`src/rtl/stopwatch_lap_core_pkg.sv`:
```
// Shared definitions for the stopwatch core: FSM state encodings, default
// timing constants, button-event bundle and the LED spot decoder.
package stopwatch_lap_core_pkg;

  localparam int DEF_TICK_DIV = 500000;  // 50 MHz -> 1 cs
  localparam int DEF_MAX_TIME = 359999;  // 59:59.99 in centiseconds

  typedef enum logic [1:0] {
    ST_IDLE  = 2'd0,
    ST_RUN   = 2'd1,
    ST_PAUSE = 2'd2,
    ST_DONE  = 2'd3
  } state_t;

  // One-cycle button events after synchronisation and edge detection.
  typedef struct packed {
    logic start;
    logic lap;
  } btn_ev_t;

  // Walking spot: the seconds digit (t/100 mod 10) selects one LED, led[9] at 0.
  function automatic logic [9:0] led_spot(input logic [31:0] t);
    logic [3:0] digit;
    digit = 4'((t / 32'd100) % 32'd10);
    return 10'b10_0000_0000 >> digit;
  endfunction

endpackage

```
`src/rtl/stopwatch_lap_core_lap_buffer.sv`:
```
// Lap memory: DEPTH x TW register file with a saturating fill count.
//  clk, rst_n : clock, async active-low reset (clears count only)
//  clr        : synchronous count clear (new run)
//  wr_en      : store wr_data at slot count; ignored once full
//  rd_idx     : combinational read index -> rd_data
//  count      : number of laps stored, saturates at DEPTH
module stopwatch_lap_core_lap_buffer #(
  parameter int DEPTH = 8,
  parameter int LW    = 3,
  parameter int TW    = 19
) (
  input  logic          clk,
  input  logic          rst_n,
  input  logic          clr,
  input  logic          wr_en,
  input  logic [TW-1:0] wr_data,
  input  logic [LW-1:0] rd_idx,
  output logic [TW-1:0] rd_data,
  output logic [LW:0]   count
);

  logic [DEPTH-1:0][TW-1:0] mem;
  logic                     full;
  logic                     wr_ok;

  // DEPTH is a power of two, so the count MSB alone flags "full".
  assign full  = count[LW];
  assign wr_ok = wr_en && !full && !clr;

  always_ff @(posedge clk or negedge rst_n) begin
    if (!rst_n)     count <= '0;
    else if (clr)   count <= '0;
    else if (wr_ok) count <= count + (LW+1)'(1);
  end

  // Contents are never read before being written in the current run,
  // so the array carries no reset.
  always_ff @(posedge clk) begin
    if (wr_ok) mem[count[LW-1:0]] <= wr_data;
  end

  assign rd_data = mem[rd_idx];

endmodule

```
`src/rtl/stopwatch_lap_core.sv`:
```
// Stopwatch/timer core: prescaled count-up/countdown timer with lap memory
// and recall, feeding the seven-segment layer and the status LEDs.
//  clk, key3     : clock, async active-low reset
//  start_n,lap_n : raw active-low buttons (start/pause/resume, lap/recall)
//  mode_down     : countdown select, sampled on IDLE->RUN
//  preset_time   : countdown start value
//  time_display  : registered live counter or recalled lap
//  led           : walking spot in RUN/PAUSE, all on in DONE, off in IDLE
//  lap_count, lap_sel, recall, done : lap memory and timer status
module stopwatch_lap_core
  import stopwatch_lap_core_pkg::*;
#(
  parameter int TICK_DIV  = DEF_TICK_DIV,
  parameter int TW        = 19,
  parameter int MAX_TIME  = DEF_MAX_TIME,
  parameter int LAP_DEPTH = 8,
  parameter int LW        = 3
) (
  input  logic          clk,
  input  logic          key3,
  input  logic          start_n,
  input  logic          lap_n,
  input  logic          mode_down,
  input  logic [TW-1:0] preset_time,
  output logic [TW-1:0] time_display,
  output logic [9:0]    led,
  output logic [LW:0]   lap_count,
  output logic [LW-1:0] lap_sel,
  output logic          recall,
  output logic          done
);

  localparam int PW = (TICK_DIV > 1) ? $clog2(TICK_DIV) : 1;

  // [0],[1] synchronise; [2] holds the previous synced level for edge detect.
  logic [2:0] start_pipe, lap_pipe;
  btn_ev_t    ev;

  state_t        state, state_nxt;
  logic [TW-1:0] counter, cnt_nxt;
  logic [PW-1:0] presc, presc_nxt;
  logic          down_q, down_nxt;
  logic          recall_nxt, done_nxt;
  logic [LW-1:0] sel_nxt;
  logic          tick;
  logic          lap_wr, lap_clr;
  logic [TW-1:0] lap_rd;

  always_ff @(posedge clk or negedge key3) begin
    if (!key3) begin
      start_pipe <= '1;
      lap_pipe   <= '1;
    end else begin
      start_pipe <= {start_pipe[1:0], start_n};
      lap_pipe   <= {lap_pipe[1:0], lap_n};
    end
  end

  // Start has priority: a coincident lap event is dropped.
  always_comb begin
    ev       = '0;
    ev.start = start_pipe[2] & ~start_pipe[1];
    ev.lap   = lap_pipe[2] & ~lap_pipe[1] & ~ev.start;
  end

  stopwatch_lap_core_lap_buffer #(
    .DEPTH (LAP_DEPTH),
    .LW    (LW),
    .TW    (TW)
  ) u_laps (
    .clk     (clk),
    .rst_n   (key3),
    .clr     (lap_clr),
    .wr_en   (lap_wr),
    .wr_data (counter),
    .rd_idx  (lap_sel),
    .rd_data (lap_rd),
    .count   (lap_count)
  );

  assign tick = (state == ST_RUN) && (presc == PW'(TICK_DIV - 1));

  always_ff @(posedge clk or negedge key3) begin
    if (!key3) begin
      state        <= ST_IDLE;
      counter      <= '0;
      presc        <= '0;
      down_q       <= 1'b0;
      recall       <= 1'b0;
      lap_sel      <= '0;
      done         <= 1'b0;
      time_display <= '0;
    end else begin
      state        <= state_nxt;
      counter      <= cnt_nxt;
      presc        <= presc_nxt;
      down_q       <= down_nxt;
      recall       <= recall_nxt;
      lap_sel      <= sel_nxt;
      done         <= done_nxt;
      time_display <= recall ? lap_rd : counter;
    end
  end

  always_comb begin
    state_nxt  = state;
    cnt_nxt    = counter;
    presc_nxt  = presc;
    down_nxt   = down_q;
    recall_nxt = recall;
    sel_nxt    = lap_sel;
    done_nxt   = done;
    lap_wr     = 1'b0;
    lap_clr    = 1'b0;

    unique case (state)
      ST_IDLE: begin
        presc_nxt = '0;
        if (ev.start) begin
          state_nxt  = ST_RUN;
          down_nxt   = mode_down;
          cnt_nxt    = mode_down ? preset_time : '0;
          lap_clr    = 1'b1;
          recall_nxt = 1'b0;
        end else if (ev.lap && lap_count != '0) begin
          recall_nxt = 1'b1;
          sel_nxt    = (!recall || ({1'b0, lap_sel} + (LW+1)'(1) == lap_count))
                       ? '0 : lap_sel + LW'(1);
        end
      end
      ST_RUN: begin
        if (ev.start) begin
          // Pause freezes everything, including this cycle's prescaler step.
          state_nxt = ST_PAUSE;
        end else begin
          presc_nxt = tick ? '0 : presc + PW'(1);
          lap_wr    = ev.lap;
          if (tick) begin
            if (down_q) begin
              // <=1 so a zero preset also terminates on the first tick.
              if (counter <= TW'(1)) begin
                state_nxt = ST_DONE;
                cnt_nxt   = '0;
                done_nxt  = 1'b1;
              end else begin
                cnt_nxt = counter - TW'(1);
              end
            end else begin
              cnt_nxt = (counter == TW'(MAX_TIME)) ? '0 : counter + TW'(1);
            end
          end
        end
      end
      ST_PAUSE: begin
        if (ev.start) begin
          state_nxt  = ST_RUN;
          recall_nxt = 1'b0;
        end else if (ev.lap && lap_count != '0) begin
          recall_nxt = 1'b1;
          sel_nxt    = (!recall || ({1'b0, lap_sel} + (LW+1)'(1) == lap_count))
                       ? '0 : lap_sel + LW'(1);
        end
      end
      ST_DONE: begin
        if (ev.start) begin
          state_nxt = ST_IDLE;
          cnt_nxt   = '0;
          done_nxt  = 1'b0;
        end
      end
      default: state_nxt = ST_IDLE;
    endcase
  end

  always_comb begin
    led = '0;
    unique case (state)
      ST_RUN, ST_PAUSE: led = led_spot(32'(counter));
      ST_DONE:          led = '1;
      default:          led = '0;
    endcase
  end

endmodule
```
`config.mk`:
```
export PLATFORM = sky130hd
export DESIGN_NAME = stopwatch_lap_core
export DESIGN_NICKNAME = d
export VERILOG_FILES = /design/src/rtl/stopwatch_lap_core_pkg.sv /design/src/rtl/stopwatch_lap_core_lap_buffer.sv /design/src/rtl/stopwatch_lap_core.sv
export SDC_FILE = /design/constraint.sdc
export NUM_CORES = 1
export LEC_CHECK = 0
export BUFFER_PORTS_ARGS = -buffer_cell sky130_fd_sc_hd__buf_2
export CORE_ASPECT_RATIO = 1.1
export CORE_MARGIN = 5
export CORE_UTILIZATION = 40
export CTS_BUF_LIST = sky130_fd_sc_hd__clkbuf_4 sky130_fd_sc_hd__clkbuf_8
export CTS_CLUSTER_DIAMETER = 30
export CTS_CLUSTER_SIZE = 14
export DETAILED_ROUTE_END_ITERATION = 8
export GPL_ROUTABILITY_DRIVEN = 1
export PLACE_DENSITY = 0.68
export SYNTH_ARGS = -nofsm -noshare
export SYNTH_HDL_FRONTEND = slang
export SYNTH_SLANG_ARGS = --single-unit
```
`constraint.sdc`:
```
create_clock -name clk -period 15.7 [get_ports clk]
set_clock_uncertainty 0.2 [all_clocks]
set_input_delay 3.14 -clock clk [delete_from_list [all_inputs] [get_ports clk]]
set_output_delay 3.14 -clock clk [all_outputs]
set_load 0.05 [all_outputs]
```
Word-level counts from Yosys, hierarchy flattened
Index checks and enable logic that the tools add are counted.
{ "word_totals": {"reg_bits": 227, "input_bits": 24, "out_inout_bits": 38, "elab_cells": 120} }
{ "classes": {"addsub": 6, "div": 2, "order_cmp": 4, "eq_ne": 16, "n_shift": 1, "mux": 41, "bitwise_logic": 6, "reduce_logical": 25} }
{ "op_table": {"columns": ["cell", "count"], "rows": [
  ["19-bit 2-to-1 mux", 13],
  ["152-bit bitwise mux", 1],
  ["19-bit binary-select mux with 3-bit select", 1],
  ["19-bit demux with 3-bit select", 1],
  ["19-bit one-hot mux with 3 select lines", 1],
  ["19-bit by 1-bit adder with 19-bit output, second input constant", 2],
  ["19-bit == test, second input constant", 2],
  ["19-bit one-hot mux with 2 select lines", 1],
  ["19-bit by 7-bit divider with 32-bit output, second input constant", 1],
  ["32-bit by 4-bit modulo with 32-bit output, second input constant", 1],
  ["10-bit one-hot mux with 2 select lines", 1],
  ["19-bit by 1-bit less-or-equal comparator with 1-bit output, second input constant", 1],
  ["19-bit by 1-bit subtractor with 19-bit output, second input constant", 1],
  ["2-bit 2-to-1 mux", 6],
  ["1-bit 2-to-1 mux", 11],
  ["2-bit != test, second input constant", 5],
  ["5-bit AND reduction", 2],
  ["10-bit by 4-bit right shift with 10-bit output, first input constant", 1],
  ["3-bit by 4-bit less-than comparator with 1-bit output, second input constant", 2],
  ["4-bit 2-to-1 mux", 2],
  ["2-bit nonzero test", 4],
  ["3-bit != test, second input constant", 2],
  ["2-bit one-hot mux with 3 select lines", 1],
  ["2-bit AND reduction", 3],
  ["other kinds (22)", 35]
]} }

Longest topological paths before layout
{ "depth": {"depth_word": 10, "depth_mapped": 44, "ltp_nobuf": 38} }

By module
Synthesis repeated with hierarchy kept, for this count alone.
{ "hier_totals": {"hier_cells": 1423, "hier_area_um2": 15030.7} }
{ "by_module_without_submodules": {"columns": ["mod", "n_inst", "cells_per_inst", "area_per_inst_um2", "seq_area_each_um2"], "rows": [
  ["stopwatch_lap_core", 1, 1176, 8969.9, 1784.2],
  ["stopwatch_lap_core_lap_buffer", 1, 247, 6060.8, 4664.5]
]} }

Least setup slack after synthesis
OpenSTA, ideal clock, no wires.
{ "synth_path": {"path_kind": "reg2out", "startpoint": "register counter[16]", "endpoint": "output led[6]", "arrival_time_ps": 9793, "t_required_ps": 12360, "setup_slack_ps": 2567, "stages_incl_launch_ff": 43, "path_buffers": 7, "path_cell_list": "dfrtp_1 > buf_2 > buf_6 > buf_2 > a211oi_1 > a211oi_1 > or4_1 > o211ai_2 > mux2_2 > o31ai_1 > a211oi_1 > or3b_1 > buf_4 > nand2_1 > and2_1 > clkbuf_1 > nand2_1 > mux2_1 > [... 7 more ...] > buf_4 > maj3_1 > nand2_1 > nand4_1 > xnor2_1 > inv_1 > ha_1 > nand4_1 > a21oi_4 > o311ai_2 > o2111ai_4 > xnor2_1 > ha_1 > nor2b_1 > o21ai_0 > a21boi_0 > a21oi_1 > o31ai_1"} }
{ "synth_via": {"elab_chain_cells": 4} }
{ "synth_rtl": {"columns": ["element", "line_no", "text"], "rows": [
  ["start, declared", "stopwatch_lap_core.sv:40", "logic [TW-1:0] counter, cnt_nxt;"],
  ["start signal, assigned", "stopwatch_lap_core.sv:95", "counter <= cnt_nxt;"],
  ["19-bit by 7-bit divider with 32-bit output", "stopwatch_lap_core_pkg.sv:24", "digit = 4'((t / 32'd100) % 32'd10);"],
  ["32-bit by 4-bit modulo with 32-bit output", "stopwatch_lap_core_pkg.sv:24", null],
  ["10-bit by 4-bit right shift with 10-bit output", "stopwatch_lap_core_pkg.sv:25", "return 10'b10_0000_0000 >> digit;"],
  ["10-bit one-hot mux with 2 select lines", "stopwatch_lap_core.sv:177", "unique case (state)"],
  ["end, declared", "stopwatch_lap_core.sv:26", "output logic [9:0] led,"]
]} }
No other way between the ends.

Worst setup path in the final report
{ "layout_path": {"startpoint": "register counter[16]", "endpoint": "output led[8]"} }
The elaborated chain is that of the path after synthesis.

==> metrics.md <==
| Metric | Value |
|---|---|
| Status | `complete, no violations` |
| Sequential share of the synthesized area | `0.440` |
| Max_cap viols | `0` |
| Synthesized cell area | `14700 sq um` |
| Syn. warnings | `0` |
| Number of post-CTS setup repair buffers | `0` |
| WL/cell | `18.9 um` |
| Final setup viols | `0` |
| Critical Path Max Stage Delay | `approximately 0.58 ns` |
| Top cell type's share of synthesized area | `0.311` |
| Final GP Congestion | `slightly above 0.9` |
| Syn nets | `1483` |
| Via density | `between 6 and 7` |
| Maximum buffer depth of the clock tree | `3` |
| Starting DRT DRC Count | `1075` |
| Final HPWL DP | `~25000 um` |
| # port buffers | `~60` |
| Synth async-reset ratio | `0.330` |
| Main flop type after synthesis | `edfxtp_1` |
| Least-Margin Pin Slew | `around 1.1 ns` |
| Worst setup path startpoint | `counter[16]$_DFFE_PN0P_` |
| GR peak layer | `met2` |
| Clock Latency Late Sink | `around 0.55 ns` |
| Post-synth EDFFs | `152` |
| Worst slew margin | `0.291` |
| Initial antenna violation count | `0` |
| CP max-delay cell | `dfrtp_2` |
| Vias | `11869` |
| Dominant cells by area after synthesis | `edfxtp_1 (31%), dfrtp_1 (12%), mux4_2 (5.8%)` |
| Met3 usage | `0.0215` |
| Die width | `about 190 um` |
| Pre-CTS setup slack | `about 0.90 ns` |
| Hold buffer count at cts | `0` |
| Row cnt | `73` |
| Top cell type by total area after synthesis | `edfxtp_1` |
| Cell variety after synth | `between 100 and 150` |
| GRT Util Overall | `0.179` |
| Startpoint types | `register` |
| Routed Antenna Nets | `0` |
| CTS HTree Levels | `1` |
| ANT cells | `0` |
| #FFs+latches synth | `approximately 230` |
| Fin nets | `1506` |
| Post-CTS sizing | `0` |
| Worst path most repeated cell | `o21ai_2` |
| Total Wirelength | `around 37000 um` |
| Core area | `around 36000 sq um` |
| Max Clk Rate | `between 0.06 and 0.07 GHz` |
| Data required, critical path | `about 12 ns` |
| Clock Sinks | `approximately 230` |
| Setup_tns | `0 ns` |
| Fin. max-slew vios | `0` |
| Pin count of the biggest net entering global routing | `76` |
| Die area | `approximately 41000 sq um` |
| CTS Root Cell | `clkbuf_8` |
| First-pass GRT wire length | `around 60000 um` |
| Final Hold Viols | `0` |
| Num ports | `62` |
| Gate Count Post-Synth | `1443` |
| Tmin final | `14.77 ns` |
| Syn_area_per_cell | `10.2 sq um` |
| Layout cells sized above 1 | `0.188` |
| Clk pin slew, worst setup/hold paths | `0.07 ns` |
| Setup WS post-layout | `approximately 0.93 ns` |
| Hold Crit Start | `start_pipe[0]$_DFF_PN1_` |
| Crit Path Max Fanout | `27` |
| CP Capture Type | `output pin` |
| Crit path arrival time | `~11 ns` |
| Gr ovfl total | `0` |
| Crit path kind | `reg -> out` |
| TritonCTS buffer count | `30` |
| Final period util | `0.941` |
| Met2 Use GR | `0.302` |
| Area Overhead vs Synth | `9.86%` |
| Met1 GRT Util | `0.240` |
| Number of global-route vias before repair | `roughly 12000` |
| Die Ht | `roughly 210 um` |
| Origin of the critical flop-to-flop path | `counter[6]$_DFFE_PN0P_` |
| # DRC | `0` |
| CTS tree | `yes` |
| Pre-antenna DRT Iters | `6` |
| HP Class | `reg -> reg` |
| RSZ-0062 raised after global routing | `no` |
| Starting density of the core | `0.405` |
-- critical path: cells and delay by family, from the launching register on --
| family | cells | cell delay [ns] |
|---|---|---|
| compound gates | 22 | 6.02 |
| xor+xnor | 2 | 0.72 |
| fa+ha+maj | 3 | 0.89 |
| buf+inv | 3 | 0.81 |
| flops | 1 | 0.58 |
| mux | 1 | 0.38 |
| simple gates | 7 | 1.44 |
-- final timing paths --
kind                            slack (ns)                       to  cells past startpoint
worst max-delay path                  0.93                   led[8]                     38
min in group asynchronous             2.55     presc[9]$_DFFE_PN0P_                      1
max in group asynchronous            12.04  counter[16]$_DFFE_PN0P_                      1
worst min-delay path                  0.16  start_pipe[1]$_DFF_PN1_                      0
worst max register to register       11.14   counter[3]$_DFFE_PN0P_                     10
worst min register to register        0.16  start_pipe[1]$_DFF_PN1_                      0
-- sequential cells by signal, indices dropped and copies added (netlist names) --
register      cells
counter          19
done              1
down_q            1
lap_pipe          3
lap_sel           3
presc            19
recall            1
start_pipe        3
state             2
time_display     19
u_laps.count      4
u_laps.mem      152
-- cells in the mapped netlist, drive strengths merged (16+ instances only) --
cell    instances
o31ai          26
a211oi         19
o21ai          97
nand2         132
nor2          154
nor3           42
xor2           17
ha             16
nand2b         17
nand3          37
edfxtp        152
inv            29
a21oi          82
mux2i          36
buf            34
o211ai         19
clkbuf         64
mux4           38
xnor2          36
dfrtp          69
-- final cells by class --
class / instances / area, sq um
clock buffer: 35 / 457
fill: 3394 / 20100
timing repair buffer: 89 / 518
tap: 487 / 609
sequential: 227 / 6460
clock inverter: 21 / 198
multi-input combinational: 1087 / 7750
inverter: 31 / 116
-- cells in the final DEF (no fill, tap or decap), drive strengths merged, types with 35 or more instances in the layout --
cell,n
edfxtp,152
nand2,132
nand3,37
dfrtp,69
mux2i,36
nor3,42
mux4,38
xnor2,36
clkbuf,35
nor2,154
o21ai,97
buf,89
a21oi,82
-- cell families (layout without fill, tap and decap cells) --
family / after synthesis / in the layout / synth area share
AND/OR/NAND/NOR: 491 / 491 / 0.160
AO/OA/AOI/OAI: 435 / 435 / 0.218
flip-flops: 227 / 227 / 0.440
buffers and inverters: 129 / 176 / 0.0371
multiplexers: 81 / 81 / 0.0886
XOR/XNOR: 54 / 54 / 0.0352
adder cells (fa/ha/maj): 26 / 26 / 0.0205
-- metrics by stage --
stage,hold WS [ns],area (sq um),instances,utilization
finish,0.158,16100,1977,0.445
global route,0.163,16100,1977,0.445
CTS,0.161,16100,1977,0.444
detailed placement,0.148,15400,1921,0.426
global placement,0.146,15400,1921,0.426
floorplan,0.145,14700,1443,-
-- metal layers --
layer,part of all wire,vias up
li1,-,5600
met1,0.43,5762
met2,0.49,416
met3,0.050,91
met4,0.035,0
met5,0,-
Power is left out: the tool's default activity adds up to more than one toggle a clock period on the data nets, which glitch-free logic cannot reach.
